File: config.mk
export PLATFORM = sky130hd
export DESIGN_NAME = osc_reset_sequencer
export DESIGN_NICKNAME = d
export VERILOG_FILES = /design/src/rtl/fpga_soc_rst_pkg.sv /design/src/rtl/sync_bit.sv /design/src/rtl/osc_reset_sequencer.sv
export SDC_FILE = /design/constraint.sdc
export NUM_CORES = 1
export LEC_CHECK = 0
export CAP_MARGIN = 20
export CORE_ASPECT_RATIO = 1.5
export CORE_UTILIZATION = 49
export CTS_CLUSTER_SIZE = 28
export DETAILED_ROUTE_END_ITERATION = 10
export PLACE_DENSITY = 0.74
export SETUP_SLACK_MARGIN = 0.4
export SKIP_CTS_REPAIR_TIMING = 1
export SLEW_MARGIN = 0
export SYNTH_ARGS = -nofsm -noshare
export SYNTH_HDL_FRONTEND = slang
export SYNTH_SLANG_ARGS = --single-unit
File: constraint.sdc
create_clock -name CLK -period 1.4 [get_ports CLK]
set_input_delay 0.28 -clock CLK [delete_from_list [all_inputs] [get_ports CLK]]
set_output_delay 0.28 -clock CLK [all_outputs]
set_load 0.01 [all_outputs]
File: src/rtl/fpga_soc_rst_pkg.sv
// Shared definitions for the oscillator-clocked fabric reset sequencer.
// Holds the 2-bit state encoding (also driven out on the STATE port) and
// the default values for the sequencer parameters.
package fpga_soc_rst_pkg;

  // Encoding is externally visible on STATE, so values are fixed.
  typedef enum logic [1:0] {
    ST_IDLE      = 2'd0,
    ST_WAIT_LOCK = 2'd1,
    ST_HOLD      = 2'd2,
    ST_RUN       = 2'd3
  } rst_state_e;

  localparam int DEF_SYNC_STAGES        = 2;
  localparam int DEF_LOCK_STABLE_CYCLES = 1024;
  localparam int DEF_RST_HOLD_CYCLES    = 16;

  localparam logic [7:0] LOSS_CNT_MAX = 8'hFF;

endpackage

File: src/rtl/sync_bit.sv
// Multi-flop synchronizer for a single asynchronous level signal.
// Ports:
//   clk_i  - destination clock
//   rst_i  - synchronous active-high reset, clears every stage
//   d_i    - asynchronous input
//   q_o    - synchronized output (last stage)
module sync_bit #(
  parameter int STAGES = 2
) (
  input  logic clk_i,
  input  logic rst_i,
  input  logic d_i,
  output logic q_o
);

  logic [STAGES-1:0] sync_q;

  // Shift chain: the input enters at bit 0 and emerges from the top bit.
  always_ff @(posedge clk_i) begin
    if (rst_i) begin
      sync_q <= '0;
    end else begin
      sync_q <= {sync_q[STAGES-2:0], d_i};
    end
  end

  assign q_o = sync_q[STAGES-1];

endmodule

File: src/rtl/osc_reset_sequencer.sv
// Fabric reset sequencer running from the on-chip RC oscillator.
// Waits for device init, then for a stable PLL lock, holds fabric reset for
// a fixed number of cycles and finally releases it. Lock losses while
// running are counted (saturating) and send the sequencer back to waiting.
// Ports:
//   CLK           - oscillator clock, sole clock
//   RST           - synchronous active-high reset
//   PLL_LOCK      - PLL lock, asynchronous
//   INIT_DONE     - device init complete, asynchronous
//   SW_RST_REQ    - synchronous one-cycle software reset request
//   FABRIC_RST    - registered active-high fabric reset
//   RST_DONE      - registered, high only in RUN
//   LOCK_LOSS_CNT - saturating count of lock losses seen in RUN
//   STATE         - current state encoding
module osc_reset_sequencer
  import fpga_soc_rst_pkg::*;
#(
  parameter int SYNC_STAGES        = DEF_SYNC_STAGES,
  parameter int LOCK_STABLE_CYCLES = DEF_LOCK_STABLE_CYCLES,
  parameter int RST_HOLD_CYCLES    = DEF_RST_HOLD_CYCLES
) (
  input  logic       CLK,
  input  logic       RST,
  input  logic       PLL_LOCK,
  input  logic       INIT_DONE,
  input  logic       SW_RST_REQ,
  output logic       FABRIC_RST,
  output logic       RST_DONE,
  output logic [7:0] LOCK_LOSS_CNT,
  output logic [1:0] STATE
);

  localparam int LOCK_W = $clog2(LOCK_STABLE_CYCLES + 1);
  localparam int HOLD_W = $clog2(RST_HOLD_CYCLES + 1);
  localparam logic [LOCK_W-1:0] LOCK_LAST = LOCK_W'(LOCK_STABLE_CYCLES - 1);
  localparam logic [HOLD_W-1:0] HOLD_LAST = HOLD_W'(RST_HOLD_CYCLES - 1);

  logic lock_s;
  logic init_s;

  rst_state_e        state_q, state_d;
  logic [LOCK_W-1:0] lock_cnt_q, lock_cnt_d;
  logic [HOLD_W-1:0] hold_cnt_q, hold_cnt_d;
  logic [7:0]        loss_cnt_q, loss_cnt_d;
  logic              fabric_rst_q, fabric_rst_d;
  logic              rst_done_q, rst_done_d;

  sync_bit #(.STAGES(SYNC_STAGES)) u_sync_lock (
    .clk_i (CLK),
    .rst_i (RST),
    .d_i   (PLL_LOCK),
    .q_o   (lock_s)
  );

  sync_bit #(.STAGES(SYNC_STAGES)) u_sync_init (
    .clk_i (CLK),
    .rst_i (RST),
    .d_i   (INIT_DONE),
    .q_o   (init_s)
  );

  // Next-state logic. Losing init overrides everything, then losing lock,
  // then a software request. Counters hold the number of completed cycles
  // minus one, so the transition fires on the edge that completes the span.
  always_comb begin
    state_d    = state_q;
    lock_cnt_d = lock_cnt_q;
    hold_cnt_d = hold_cnt_q;
    loss_cnt_d = loss_cnt_q;

    if (!init_s) begin
      state_d    = ST_IDLE;
      lock_cnt_d = '0;
      hold_cnt_d = '0;
    end else begin
      case (state_q)
        ST_IDLE: begin
          state_d    = ST_WAIT_LOCK;
          lock_cnt_d = '0;
          hold_cnt_d = '0;
        end
        ST_WAIT_LOCK: begin
          if (!lock_s) begin
            lock_cnt_d = '0;
          end else if (lock_cnt_q == LOCK_LAST) begin
            state_d    = ST_HOLD;
            lock_cnt_d = '0;
            hold_cnt_d = '0;
          end else begin
            lock_cnt_d = lock_cnt_q + LOCK_W'(1);
          end
        end
        ST_HOLD: begin
          if (!lock_s) begin
            state_d    = ST_WAIT_LOCK;
            lock_cnt_d = '0;
            hold_cnt_d = '0;
          end else if (SW_RST_REQ) begin
            hold_cnt_d = '0;
          end else if (hold_cnt_q == HOLD_LAST) begin
            state_d    = ST_RUN;
            hold_cnt_d = '0;
          end else begin
            hold_cnt_d = hold_cnt_q + HOLD_W'(1);
          end
        end
        ST_RUN: begin
          if (!lock_s) begin
            state_d    = ST_WAIT_LOCK;
            lock_cnt_d = '0;
            if (loss_cnt_q != LOSS_CNT_MAX) begin
              loss_cnt_d = loss_cnt_q + 8'd1;
            end
          end else if (SW_RST_REQ) begin
            state_d    = ST_HOLD;
            hold_cnt_d = '0;
          end
        end
        default: begin
          state_d = ST_IDLE;
        end
      endcase
    end

    // Outputs are decoded from the next state so they register together
    // with the state itself.
    fabric_rst_d = (state_d != ST_RUN);
    rst_done_d   = (state_d == ST_RUN);
  end

  // State, counters and registered outputs.
  always_ff @(posedge CLK) begin
    if (RST) begin
      state_q      <= ST_IDLE;
      lock_cnt_q   <= '0;
      hold_cnt_q   <= '0;
      loss_cnt_q   <= '0;
      fabric_rst_q <= 1'b1;
      rst_done_q   <= 1'b0;
    end else begin
      state_q      <= state_d;
      lock_cnt_q   <= lock_cnt_d;
      hold_cnt_q   <= hold_cnt_d;
      loss_cnt_q   <= loss_cnt_d;
      fabric_rst_q <= fabric_rst_d;
      rst_done_q   <= rst_done_d;
    end
  end

  assign FABRIC_RST    = fabric_rst_q;
  assign RST_DONE      = rst_done_q;
  assign LOCK_LOSS_CNT = loss_cnt_q;
  assign STATE         = state_q;

endmodule

==> results of run 1 <==
-- cells by family (layout without fill, tap and decap cells) --
group	after synthesis	count (layout)	share of synthesized area, %
simple gates	69	69	26.83
buf+inv	12	63	3.525
compound gates	28	28	14.19
fa+ha+maj	3	3	2.580
flops	32	32	44.02
mux	4	4	2.838
xor+xnor	10	10	6.019
-- synth_stat cells (2+ instances only) --
master and number:
sky130_fd_sc_hd__and3_1 6, sky130_fd_sc_hd__nand2_1 6, sky130_fd_sc_hd__ha_1 3, sky130_fd_sc_hd__nand3b_1 3
sky130_fd_sc_hd__nor2_1 20, sky130_fd_sc_hd__nor2b_1 7, sky130_fd_sc_hd__o22ai_1 2, sky130_fd_sc_hd__mux2i_1 3
sky130_fd_sc_hd__dfxtp_1 32, sky130_fd_sc_hd__a31oi_1 2, sky130_fd_sc_hd__o21ai_1 7, sky130_fd_sc_hd__inv_1 7
sky130_fd_sc_hd__a21oi_1 8, sky130_fd_sc_hd__nand2b_1 5, sky130_fd_sc_hd__nand4_1 8, sky130_fd_sc_hd__buf_2 2
sky130_fd_sc_hd__and2_1 2, sky130_fd_sc_hd__nand3_1 4, sky130_fd_sc_hd__xor2_1 9, sky130_fd_sc_hd__o211ai_1 2
-- routing by layer --
metal	share of wire [%]	up-vias	wire, µm
met5	0	-	0
met1	34	657	1276
met2	58	32	2211
met3	3.7	20	139
li1	-	664	-
met4	4.6	0	176
-- final cells by class --
class                           count  area share, %
Clock buffer                        8          4.103
Inverter                            8          1.368
Multi-Input combinational cell    114          42.28
Sequential cell                    32          31.51
Tap cell                           37          2.108
Timing Repair Buffer               47          18.63
-- worst reg2reg max path, cell delays in order (launching register included) --
cell and delay, ps:
sky130_fd_sc_hd__dfxtp_2 350, sky130_fd_sc_hd__ha_4 130, sky130_fd_sc_hd__and2_4 150, sky130_fd_sc_hd__nand4_1 190, sky130_fd_sc_hd__o41ai_4 390, sky130_fd_sc_hd__mux2i_1 140
-- worst max-delay path by stage --
stage / from / end / slack (ps) / depth (start not counted)
after floorplan: lock_cnt_q[1] / hold_cnt_q[2] / 20 / 5
after global placement: RST / hold_cnt_q[1] / -350 / 5
after detailed placement: RST / hold_cnt_q[0] / -440 / 5
after CTS: LOCK_LOSS_CNT[2] / LOCK_LOSS_CNT[2] / -240 / 1
after global routing: lock_cnt_q[1] / hold_cnt_q[0] / -160 / 5
final: lock_cnt_q[1] / hold_cnt_q[0] / -80 / 5
-- power by group through the flow --
| stage | logic, mW | registers [mW] | clock network, mW |
|---|---|---|---|
| 2_1_floorplan | 0.0173 | 0.937 | 0 |
| 3_3_place_gp | 0.0408 | 0.936 | 0 |
| 3_5_place_dp | 0.0418 | 0.936 | 0 |
| 4_1_cts | 0.0424 | 0.916 | 0.749 |
| 5_1_grt | 0.0531 | 0.902 | 0.799 |
| 6_report | 0.0500 | 0.903 | 0.730 |
-- state kept, by name (all words and copies together), names as in the netlist --
signal / flops
lock_cnt_q: 11
LOCK_LOSS_CNT: 8
hold_cnt_q: 5
STATE: 2
u_sync_init.sync_q: 2
u_sync_lock.sync_q: 2
FABRIC_RST: 1
RST_DONE: 1
-- stage by stage --
| step | setup TNS, ps | util (%) | worst slack, ps | area (µm²) |
|---|---|---|---|---|
| floorplan | 0 | - | 21.55 | 1545 |
| global placement | -3923 | 68.70 | -346.7 | 1878 |
| detailed placement | -4699 | 68.70 | -443.1 | 1878 |
| CTS | -2171 | 71.99 | -239.6 | 1968 |
| global route | -773.8 | 80.32 | -163.1 | 2196 |
| finish | -285.6 | 80.32 | -78.13 | 2196 |
==> results_dict.tcl, run 1 <==
set metrics [dict create \
    layout.cells.most_common "sky130_fd_sc_hd__buf_4" \
    worst_rel_slew_slack_pct 73.90 \
    cts_sinks 32 \
    critical_path.endpoint_type "register" \
    critical_path_arrival_ps 1630 \
    leakage_nw 0.8297 \
    first_global_vias 1276 \
    synth_largest_type_area_fraction_pct 44.02 \
    setup_violations_final 6 \
    routedWlPerCell_um 15.46 \
    min_path_cells 1 \
    total_routed_wirelength_um 3802 \
    worst_skew_pair.late_latency_ps 290 \
    synth-seq-cells 32 \
    failed_checks "negative setup slack" \
    multi_input_area_um2 928.4 \
    cts_htree_levels 2 \
    core_region_area_mm2 0.002734 \
    placementRows 23 \
    fin_nets 216 \
    post-layout-total-power_mw 1.683 \
    reg2regPathDepth 5 \
    busiest_layer "met2" \
    finalCritPeriodShare_pct 105.6 \
    r2r_end "hold_cnt_q[0]" \
    clock_skew_ps 7.330 \
    synth.yosys.seq_area_share_pct 44.02 \
    crit_family "compound AO/OA/AOI/OAI gates" \
    rr_startpoint "lock_cnt_q[1]" \
    critical-path-max-stage-delay_ps 390 \
    status "finished, violations left" \
    reg2reg_setup_slack_ps -80 \
    final.setup.worst_slack_ps -78.13 \
    internal_power_mw 1.324 \
    clockRootBuffer "sky130_fd_sc_hd__clkbuf_8" \
    drt.antenna.violating_nets 0 \
    combPwrFrac_pct 3.0 \
    areaGrowthSynthToFinish_pct 50.90 \
    synth_top_cells_by_area "sky130_fd_sc_hd__dfxtp_1 44%, sky130_fd_sc_hd__xor2_1 5.4%, sky130_fd_sc_hd__nor2_1 5.2%, sky130_fd_sc_hd__nand4_1 3.4%, sky130_fd_sc_hd__nor2b_1 3.0%" \
    grt_start_max_net_pins 16 \
    numCtsBuffers 5 \
    die_width_um 46.50 \
    holdPathEnd "u_sync_lock.sync_q[1]" \
    clock_power_share_pct 43.4 \
    die_area_mm2 0.003196 \
    max_clock_freq_mhz 676.5 \
    groute.layer.met2.usage_pct 44.27 \
    global_route.overflow_total 0 \
    switching_share_pct 21.34 \
    synthesis.area_per_instance_um2 9.210 \
    synth-main-ff-cell "sky130_fd_sc_hd__dfxtp_1" \
    irDropWorstVdd_uv 729.4 \
    placed_cells 228 \
    fin_worst_hold_slack_ps 439.7 \
    pin_count 17 \
    worst_setup_path_start_kind "register" \
    finalMaxSlewViolations 0 \
    maxCapViolCount 0 \
    ctsLongestPathBuffers 2 \
    finalWeightedCongestion 0.8130 \
    cp_data_required_time_ps 1550 \
    gr-usage-all-layers_pct 23.98 \
    groute.layer.met3.usage_pct 7.552 \
    nFillCells 172 \
    crit_path_max_fanout 5 \
    seqPwrFrac_pct 53.6 \
    vias_per_cell 5.581 \
    port_buffers 16 \
    yosysTopAreaCell "sky130_fd_sc_hd__dfxtp_1" \
    worst_margin_slew_ps 390.1 \
    synthesis.yosys.warnings 0 \
    netSwitchingPower_mw 0.3591 \
    dp_hpwl_um 2359 \
    cp.buffers_inverters 0 \
    layout.area.seq_um2 691.9 \
    number_of_synthesized_flops_with_an_enable_pin 0 \
    drc 0 \
    ys_types 40 \
    timing.hold.worst.class "register to register" \
    drive_gt1_share_pct 49.28 \
    cell_area_after_synthesis_mm2 0.001455 \
    initial_core_util_pct 53.23 \
    number_of_nets_in_the_synthesized_netlist 166 \
    slowest_stage "sky130_fd_sc_hd__o41ai_4" \
    cp_cell_sequence "ha_4, and2_4, nand4_1, o41ai_4, mux2i_1" \
    final_cell_count_without_fillers 246 \
    most-common-layout-cells "24 x sky130_fd_sc_hd__buf_4, 15 x sky130_fd_sc_hd__buf_6, 14 x sky130_fd_sc_hd__nor2_1" \
    groute.layer.met1.usage_pct 20.83 \
    min-delay-start "u_sync_lock.sync_q[0]" \
    grt_first_pass_wirelength_um 5264 \
    drt_first_pass_iters 4 \
    clkSlewWorstSetupHoldPaths_ps 60 \
    rsz0062_at_grt "yes" \
    vias 1373 \
    crit_type "register to register" \
    minimum_clock_period_after_layout_ps 1478 \
    power.density_mw_per_mm2 766.3 \
    timing.final.hold_violations 0 \
    detailedRoute.firstIterationViolations 22 \
    dieHeight_um 68.74 \
    netlist_instances 158 \
    synthArstFlopShare_pct 0 \
    tritoncts_clock_tree "built" \
    antenna_cells_inserted 0 \
    grt_antenna_before_repair 0 \
]
(Power assumes the default switching activity.)
==> run 2, diff against run 1 <==
CTS_CLUSTER_DIAMETER = 150   (was default)
==> results of run 2 <==
Same layout as run 1: the final DEF is identical, and so are final timing and power.
